[src/rtl/rv32i_sim_pkg.sv]
// Shared definitions for the RV32I core simulation/run-control blocks:
// run-control FSM encodings, pipeline stage indices and small elaboration helpers.
package rv32i_sim_pkg;

  typedef enum logic [2:0] {
    S_IDLE    = 3'd0,
    S_HOLD    = 3'd1,
    S_RELEASE = 3'd2,
    S_RUN     = 3'd3,
    S_DRAIN   = 3'd4,
    S_DONE    = 3'd5
  } run_state_e;

  localparam int IF_CH  = 0;
  localparam int ID_CH  = 1;
  localparam int EX_CH  = 2;
  localparam int MEM_CH = 3;
  localparam int WB_CH  = 4;

  function automatic int max_i(input int a, input int b);
    return (a > b) ? a : b;
  endfunction

endpackage

[src/rtl/run_ctrl_timer.sv]
// Loadable down-counter with a zero flag; shared by the HOLD, stagger and
// DRAIN phases of core_run_ctrl. Stops at zero rather than wrapping.
module run_ctrl_timer #(
  parameter int W = 2
) (
  input  logic         clk,
  input  logic         rst,
  input  logic         load,
  input  logic [W-1:0] load_val,
  input  logic         en,
  output logic         zero
);

  logic [W-1:0] count_q;

  always_ff @(posedge clk or posedge rst) begin
    if (rst) begin
      count_q <= '0;
    end else if (load) begin
      count_q <= load_val;
    end else if (en && (count_q != '0)) begin
      count_q <= count_q - 1'b1;
    end
  end

  assign zero = (count_q == '0);

endmodule

[src/rtl/core_run_ctrl.sv]
// Reset sequencing and run control for the RV32I cores: staggered per-stage
// reset release, run/drain cycle counting, watchdog. Optional retire statistics
// are built only when RUN_CTRL_STATS_EN is defined.
//
// state     | meaning
// ----------+-----------------------------------------------------------
// S_IDLE    | after rst; all domains in reset, waiting for start
// S_HOLD    | all domains held in reset for HOLD_CYCLES
// S_RELEASE | domains released one by one, WB first, STAGGER apart
// S_RUN     | core running; counting, waiting for halt_req or watchdog
// S_DRAIN   | pipeline draining for DRAIN_CYCLES after halt_req
// S_DONE    | run finished (done or timeout); core frozen, counts held
module core_run_ctrl
  import rv32i_sim_pkg::*;
#(
  parameter int NUM_CH       = 5,
  parameter int HOLD_CYCLES  = 3,
  parameter int STAGGER      = 1,
  parameter int DRAIN_CYCLES = 4,
  parameter int TIMEOUT      = 4096,
  parameter int CNT_W        = 32
) (
  input  logic              clk,
  input  logic              rst,
  input  logic              start,
  input  logic              halt_req,
  input  logic              retire,
  output logic [NUM_CH-1:0] ch_rst_n,
  output logic              running,
  output logic              done,
  output logic              timeout,
  output logic [CNT_W-1:0]  cycle_count,
  output logic [CNT_W-1:0]  retired_count
);

  localparam int TMR_MAX = max_i(max_i(HOLD_CYCLES - 1, STAGGER - 1),
                                 max_i(DRAIN_CYCLES - 1, 1));
  localparam int TMR_W   = $clog2(TMR_MAX + 1);

  localparam logic [TMR_W-1:0] HOLD_LD  = TMR_W'((HOLD_CYCLES > 0) ? HOLD_CYCLES - 1 : 0);
  localparam logic [TMR_W-1:0] STAG_LD  = TMR_W'((STAGGER > 0) ? STAGGER - 1 : 0);
  localparam logic [TMR_W-1:0] DRAIN_LD = TMR_W'((DRAIN_CYCLES > 0) ? DRAIN_CYCLES - 1 : 0);

  localparam logic [NUM_CH-1:0] CH_MSB = NUM_CH'(1) << (NUM_CH - 1);
  localparam logic [NUM_CH-1:0] CH_ALL = '1;

  localparam int              WD_LIM_I = (TIMEOUT > 0) ? TIMEOUT - 1 : 0;
  localparam logic [CNT_W:0]  WD_LIM   = (CNT_W + 1)'(WD_LIM_I);

  run_state_e        state_q, state_d;
  logic [NUM_CH-1:0] ch_q, ch_d;
  logic              done_q, done_d;
  logic              to_q, to_d;
  logic              running_q;
  logic [CNT_W-1:0]  cycle_q;
  logic              tmr_load, tmr_en, tmr_zero;
  logic [TMR_W-1:0]  tmr_val;
  logic              clr_cnt, cnt_en;
  logic              wd_hit;

  run_ctrl_timer #(.W(TMR_W)) u_timer (
    .clk      (clk),
    .rst      (rst),
    .load     (tmr_load),
    .load_val (tmr_val),
    .en       (tmr_en),
    .zero     (tmr_zero)
  );

  // Watchdog fires on the cycle whose increment makes cycle_count reach TIMEOUT.
  assign wd_hit = (TIMEOUT != 0) && ({1'b0, cycle_q} >= WD_LIM);

  always_ff @(posedge clk or posedge rst) begin
    if (rst) begin
      state_q   <= S_IDLE;
      ch_q      <= '0;
      done_q    <= 1'b0;
      to_q      <= 1'b0;
      running_q <= 1'b0;
    end else begin
      state_q   <= state_d;
      ch_q      <= ch_d;
      done_q    <= done_d;
      to_q      <= to_d;
      running_q <= (state_d == S_RUN) || (state_d == S_DRAIN);
    end
  end

  always_comb begin
    state_d  = state_q;
    ch_d     = ch_q;
    done_d   = done_q;
    to_d     = to_q;
    tmr_load = 1'b0;
    tmr_val  = '0;
    tmr_en   = 1'b0;
    clr_cnt  = 1'b0;
    cnt_en   = 1'b0;

    case (state_q)
      S_IDLE, S_DONE: begin
        ch_d = '0;
        if (start) begin
          state_d  = S_HOLD;
          tmr_load = 1'b1;
          tmr_val  = HOLD_LD;
          clr_cnt  = 1'b1;
          done_d   = 1'b0;
          to_d     = 1'b0;
        end
      end

      S_HOLD: begin
        ch_d = '0;
        if (tmr_zero) begin
          state_d  = S_RELEASE;
          ch_d     = (STAGGER == 0) ? CH_ALL : CH_MSB;
          tmr_load = 1'b1;
          tmr_val  = STAG_LD;
        end else begin
          tmr_en = 1'b1;
        end
      end

      // Released bits fill in from the MSB, so shifting right walks WB -> IF.
      S_RELEASE: begin
        if (&ch_q) begin
          state_d = S_RUN;
        end else if (tmr_zero) begin
          ch_d     = (ch_q >> 1) | CH_MSB;
          tmr_load = 1'b1;
          tmr_val  = STAG_LD;
        end else begin
          tmr_en = 1'b1;
        end
      end

      S_RUN: begin
        cnt_en = 1'b1;
        if (wd_hit) begin
          state_d = S_DONE;
          to_d    = 1'b1;
          ch_d    = '0;
        end else if (halt_req) begin
          if (DRAIN_CYCLES == 0) begin
            state_d = S_DONE;
            done_d  = 1'b1;
            ch_d    = '0;
          end else begin
            state_d  = S_DRAIN;
            tmr_load = 1'b1;
            tmr_val  = DRAIN_LD;
          end
        end
      end

      S_DRAIN: begin
        cnt_en = 1'b1;
        if (wd_hit) begin
          state_d = S_DONE;
          to_d    = 1'b1;
          ch_d    = '0;
        end else if (tmr_zero) begin
          state_d = S_DONE;
          done_d  = 1'b1;
          ch_d    = '0;
        end else begin
          tmr_en = 1'b1;
        end
      end

      default: begin
        state_d = S_IDLE;
        ch_d    = '0;
      end
    endcase
  end

  always_ff @(posedge clk or posedge rst) begin
    if (rst) begin
      cycle_q <= '0;
    end else if (clr_cnt) begin
      cycle_q <= '0;
    end else if (cnt_en && (cycle_q != '1)) begin
      cycle_q <= cycle_q + 1'b1;
    end
  end

`ifdef RUN_CTRL_STATS_EN
  logic [CNT_W-1:0] retired_q;

  always_ff @(posedge clk or posedge rst) begin
    if (rst) begin
      retired_q <= '0;
    end else if (clr_cnt) begin
      retired_q <= '0;
    end else if (cnt_en && retire && (retired_q != '1)) begin
      retired_q <= retired_q + 1'b1;
    end
  end

  assign retired_count = retired_q;
`else
  logic unused_retire;
  assign unused_retire = retire;
  assign retired_count = '0;
`endif

  assign ch_rst_n    = ch_q;
  assign running     = running_q;
  assign done        = done_q;
  assign timeout     = to_q;
  assign cycle_count = cycle_q;

endmodule

[config.mk]
export PLATFORM = sky130hd
export DESIGN_NAME = core_run_ctrl
export DESIGN_NICKNAME = d
export VERILOG_FILES = /design/src/rtl/rv32i_sim_pkg.sv /design/src/rtl/run_ctrl_timer.sv /design/src/rtl/core_run_ctrl.sv
export SDC_FILE = /design/constraint.sdc
export NUM_CORES = 1
export LEC_CHECK = 0
export ABC_AREA = 1
export CORE_MARGIN = 3
export CORE_UTILIZATION = 46
export CTS_CLUSTER_DIAMETER = 100
export DETAILED_ROUTE_END_ITERATION = 6
export GPL_ROUTABILITY_DRIVEN = 0
export PLACE_DENSITY = 0.8
export SYNTH_ARGS = -nofsm -noshare
export SYNTH_HDL_FRONTEND = slang
export SYNTH_SLANG_ARGS = --single-unit
[constraint.sdc]
create_clock -name clk -period 1.5 [get_ports clk]
set_input_delay 0.3 -clock clk [delete_from_list [all_inputs] [get_ports clk]]
set_output_delay 0.3 -clock clk [all_outputs]
set_load 0.05 [all_outputs]
==> metrics <==
CP peak stage delay 0.42 ns; critical path's most frequent cell nand2_1; final worst-path cycle share 1.50; pin count of the biggest net entering global routing 46; Place WS -0.272 ns; nets@finish roughly 660; Clock Latency Late Sink approximately 0.33 ns; Max clock buf depth 2; IO buf count 43; Max Fanout on Critical Path 5; drt first pass iters 7; Post-Syn Area ~0.0032 mm²; Period minus WS final 2.25 ns; CP top delay family simple AND/OR/NAND/NOR gates; CP Launch Type register; Starting Density 0.490; die span in x 89.4 µm; CP Cell Sequence nand2_1, nor2_1, nand2_1, nor2_2, xor2_1, nand3_1, nand2_1; maximum vdd drop between 0.001 and 0.0015 V; # fillers between 200 and 250; Yosys warnings 0; Area Growth Syn to Fin 84.6%; Required @ worst endpoint between 1.5 and 2 ns; dpl cells roughly 690; Total Die Area between 0.007 and 0.008 mm²; GRT Overall Usage 0.369; final setup margin -0.745 ns; Fmax around 0.45 GHz; global route overflow 0; sequential area share after synthesis 0.352; Via density approximately 6.8; cts hold-fix bufs 0; Final Hold Violating Endpoints 0; crit path capture type register; DR vias approximately 5000; Rows 29; CTS sink cnt 45; fin cells ~730; buffers plus inverters on the worst setup path 0; cell leakage power approximately 2.8 nW; Async SR Flop Fraction 1.00; Final setup violation count 49; buffer type at the clock tree root clkbuf_8; WHS between 0.3 and 0.4 ns; count of cell types in the netlist 32; Slew Viols, Final 0; flop2flop setup slack -0.75 ns; CTS H-Tree Depth 2; commonest non-fill, non-tap cell in the layout buf_4; TritonCTS Buffers 5; routed length per instance around 27 µm; Core Area roughly 0.0065 mm²; Crit-path slowest cell dfrtp_2; Post-Route Utilization 0.904; Mean Syn Cell Area about 6.8 µm²; layout cells sized above 1 0.547; Worst Setup Path Type reg -> reg; clock-pin slew on the worst setup and hold paths approximately 0.11 ns; ys flop type dfrtp_1; DR iter-0 viols 977; final WL 20000 µm; number of max-cap violations 0; Synth Register Bits 45; io pins 77; Remaining DRCs 1; most frequent cells in the layout buf_4 (116), nand2_1 (102), buf_12 (44), nor2_1 (39), inv_1 (33); Final ANT Viol Nets 0; post-synthesis cell count 468; CTS tree done; number of flops mapped to enable cells by yosys 0; status finished, violations left; Data arrival, critical path about 2.5 ns; placed wire-length estimate 8020 µm; failing checks design-rule violations, negative setup slack; initial antenna violation count 0; Hold Path Class in -> async; Setup Skew just under 0.03 ns; Die Ht 89.4 µm; vias in the first global route roughly 4400; n_diodes 0; Pwr Density 1790 mW/mm²; RSZ-0062 raised after global routing yes; first-pass GRT wire length around 22000 µm
path summary, 6_finish.rpt:
path,start,endpoint,depth (start not counted)
worst max-delay path,cycle_count[8],cycle_count[15],7
worst min-delay path,rst,cycle_count[5],3
worst max register to register,cycle_count[8],cycle_count[15],7
worst min register to register,timeout,timeout,2
max in group asynchronous,rst,cycle_count[31],3
min in group clk,timeout,timeout,2
logic make-up after synthesis:
| group | share of synthesized area |
|---|---|
| other cells | 0.00117 |
| xor+xnor | 0.0438 |
| flops | 0.352 |
| compound gates | 0.0864 |
| simple gates | 0.368 |
| buf+inv | 0.141 |
| fa+ha+maj | 0.00782 |
final cells by class:
| class | instances | area [µm²] | area share |
|---|---|---|---|
| clock buffer | 6 | 72.6 | 0.0123 |
| clock inverter | 2 | 10.0 | 0.00169 |
| inverter | 41 | 170 | 0.0288 |
| multi-input combinational | 376 | 2350 | 0.399 |
| sequential | 45 | 1170 | 0.197 |
| tap | 77 | 96.3 | 0.0163 |
| timing repair buffer | 183 | 2010 | 0.340 |
| timing repair inverter | 2 | 25.0 | 0.00424 |
timing repair:
action	4_1_cts	5_1_grt
pin swaps	26	39
setup endpoints to repair	45	47
buffers inserted	16	11
resized for setup	76	119
cloned	1	3
routing by layer:
metal | wire (µm) | vias to the layer above | GRT usage
met5 | 0 | - | 0
met1 | 6290 | 2220 | 0.437
met2 | 8180 | 685 | 0.597
met4 | 2430 | 0 | 0.237
met3 | 3150 | 278 | 0.0876
li1 | - | 1807 | -
through the flow:
| step | power (mW) | TNS (ns) | cell area (µm²) |
|---|---|---|---|
| after floorplan | 4.59 | -8.78 | 3390 |
| after global placement | 6.68 | -6.22 | 4890 |
| final | 10.6 | -22.97 | 5910 |
| after CTS | 8.45 | -4.77 | 5370 |
| after detailed placement | 6.91 | -8.43 | 4890 |
| after global routing | 10.8 | -22.97 | 5910 |
flip-flops by register name (all words and copies together) (netlist names):
register,count
timeout,1
cycle_count,32
u_timer.count_q,2
ch_rst_n,5
done,1
running,1
state_q,3
Yosys cell counts (3+ instances only):
cell type    n  share of area
a21oi_1      8          0.013
buf_2        3         0.0047
buf_4       33          0.077
buf_6        3          0.011
dfrtp_1     45           0.35
inv_1       38          0.045
nand2_1    141           0.17
nand2_2      3         0.0059
nand3_1     27          0.042
nand4_1     10          0.020
nor2_1      74          0.087
nor3_1      13          0.020
o211ai_1     3         0.0070
o21ai_0     22          0.034
o31ai_1      7          0.016
xnor2_1      6          0.016
xor2_1      10          0.027
worst register-to-register path, cell delays in order (launching register included):
cell	delay, ns
dfrtp_2	0.42
nand2_1	0.19
nor2_1	0.34
nand2_1	0.22
nor2_2	0.23
xor2_1	0.30
nand3_1	0.27
nand2_1	0.19
report_power, final:
| part | internal, mW | switching (mW) | total, mW | leakage (nW) |
|---|---|---|---|---|
| clock network | 0.326 | 0.505 | 0.831 | 0.0450 |
| logic | 3.08 | 4.80 | 7.87 | 2.21 |
| registers | 1.50 | 0.353 | 1.85 | 0.562 |
No activity file was read; power rests on OpenSTA's default activity.
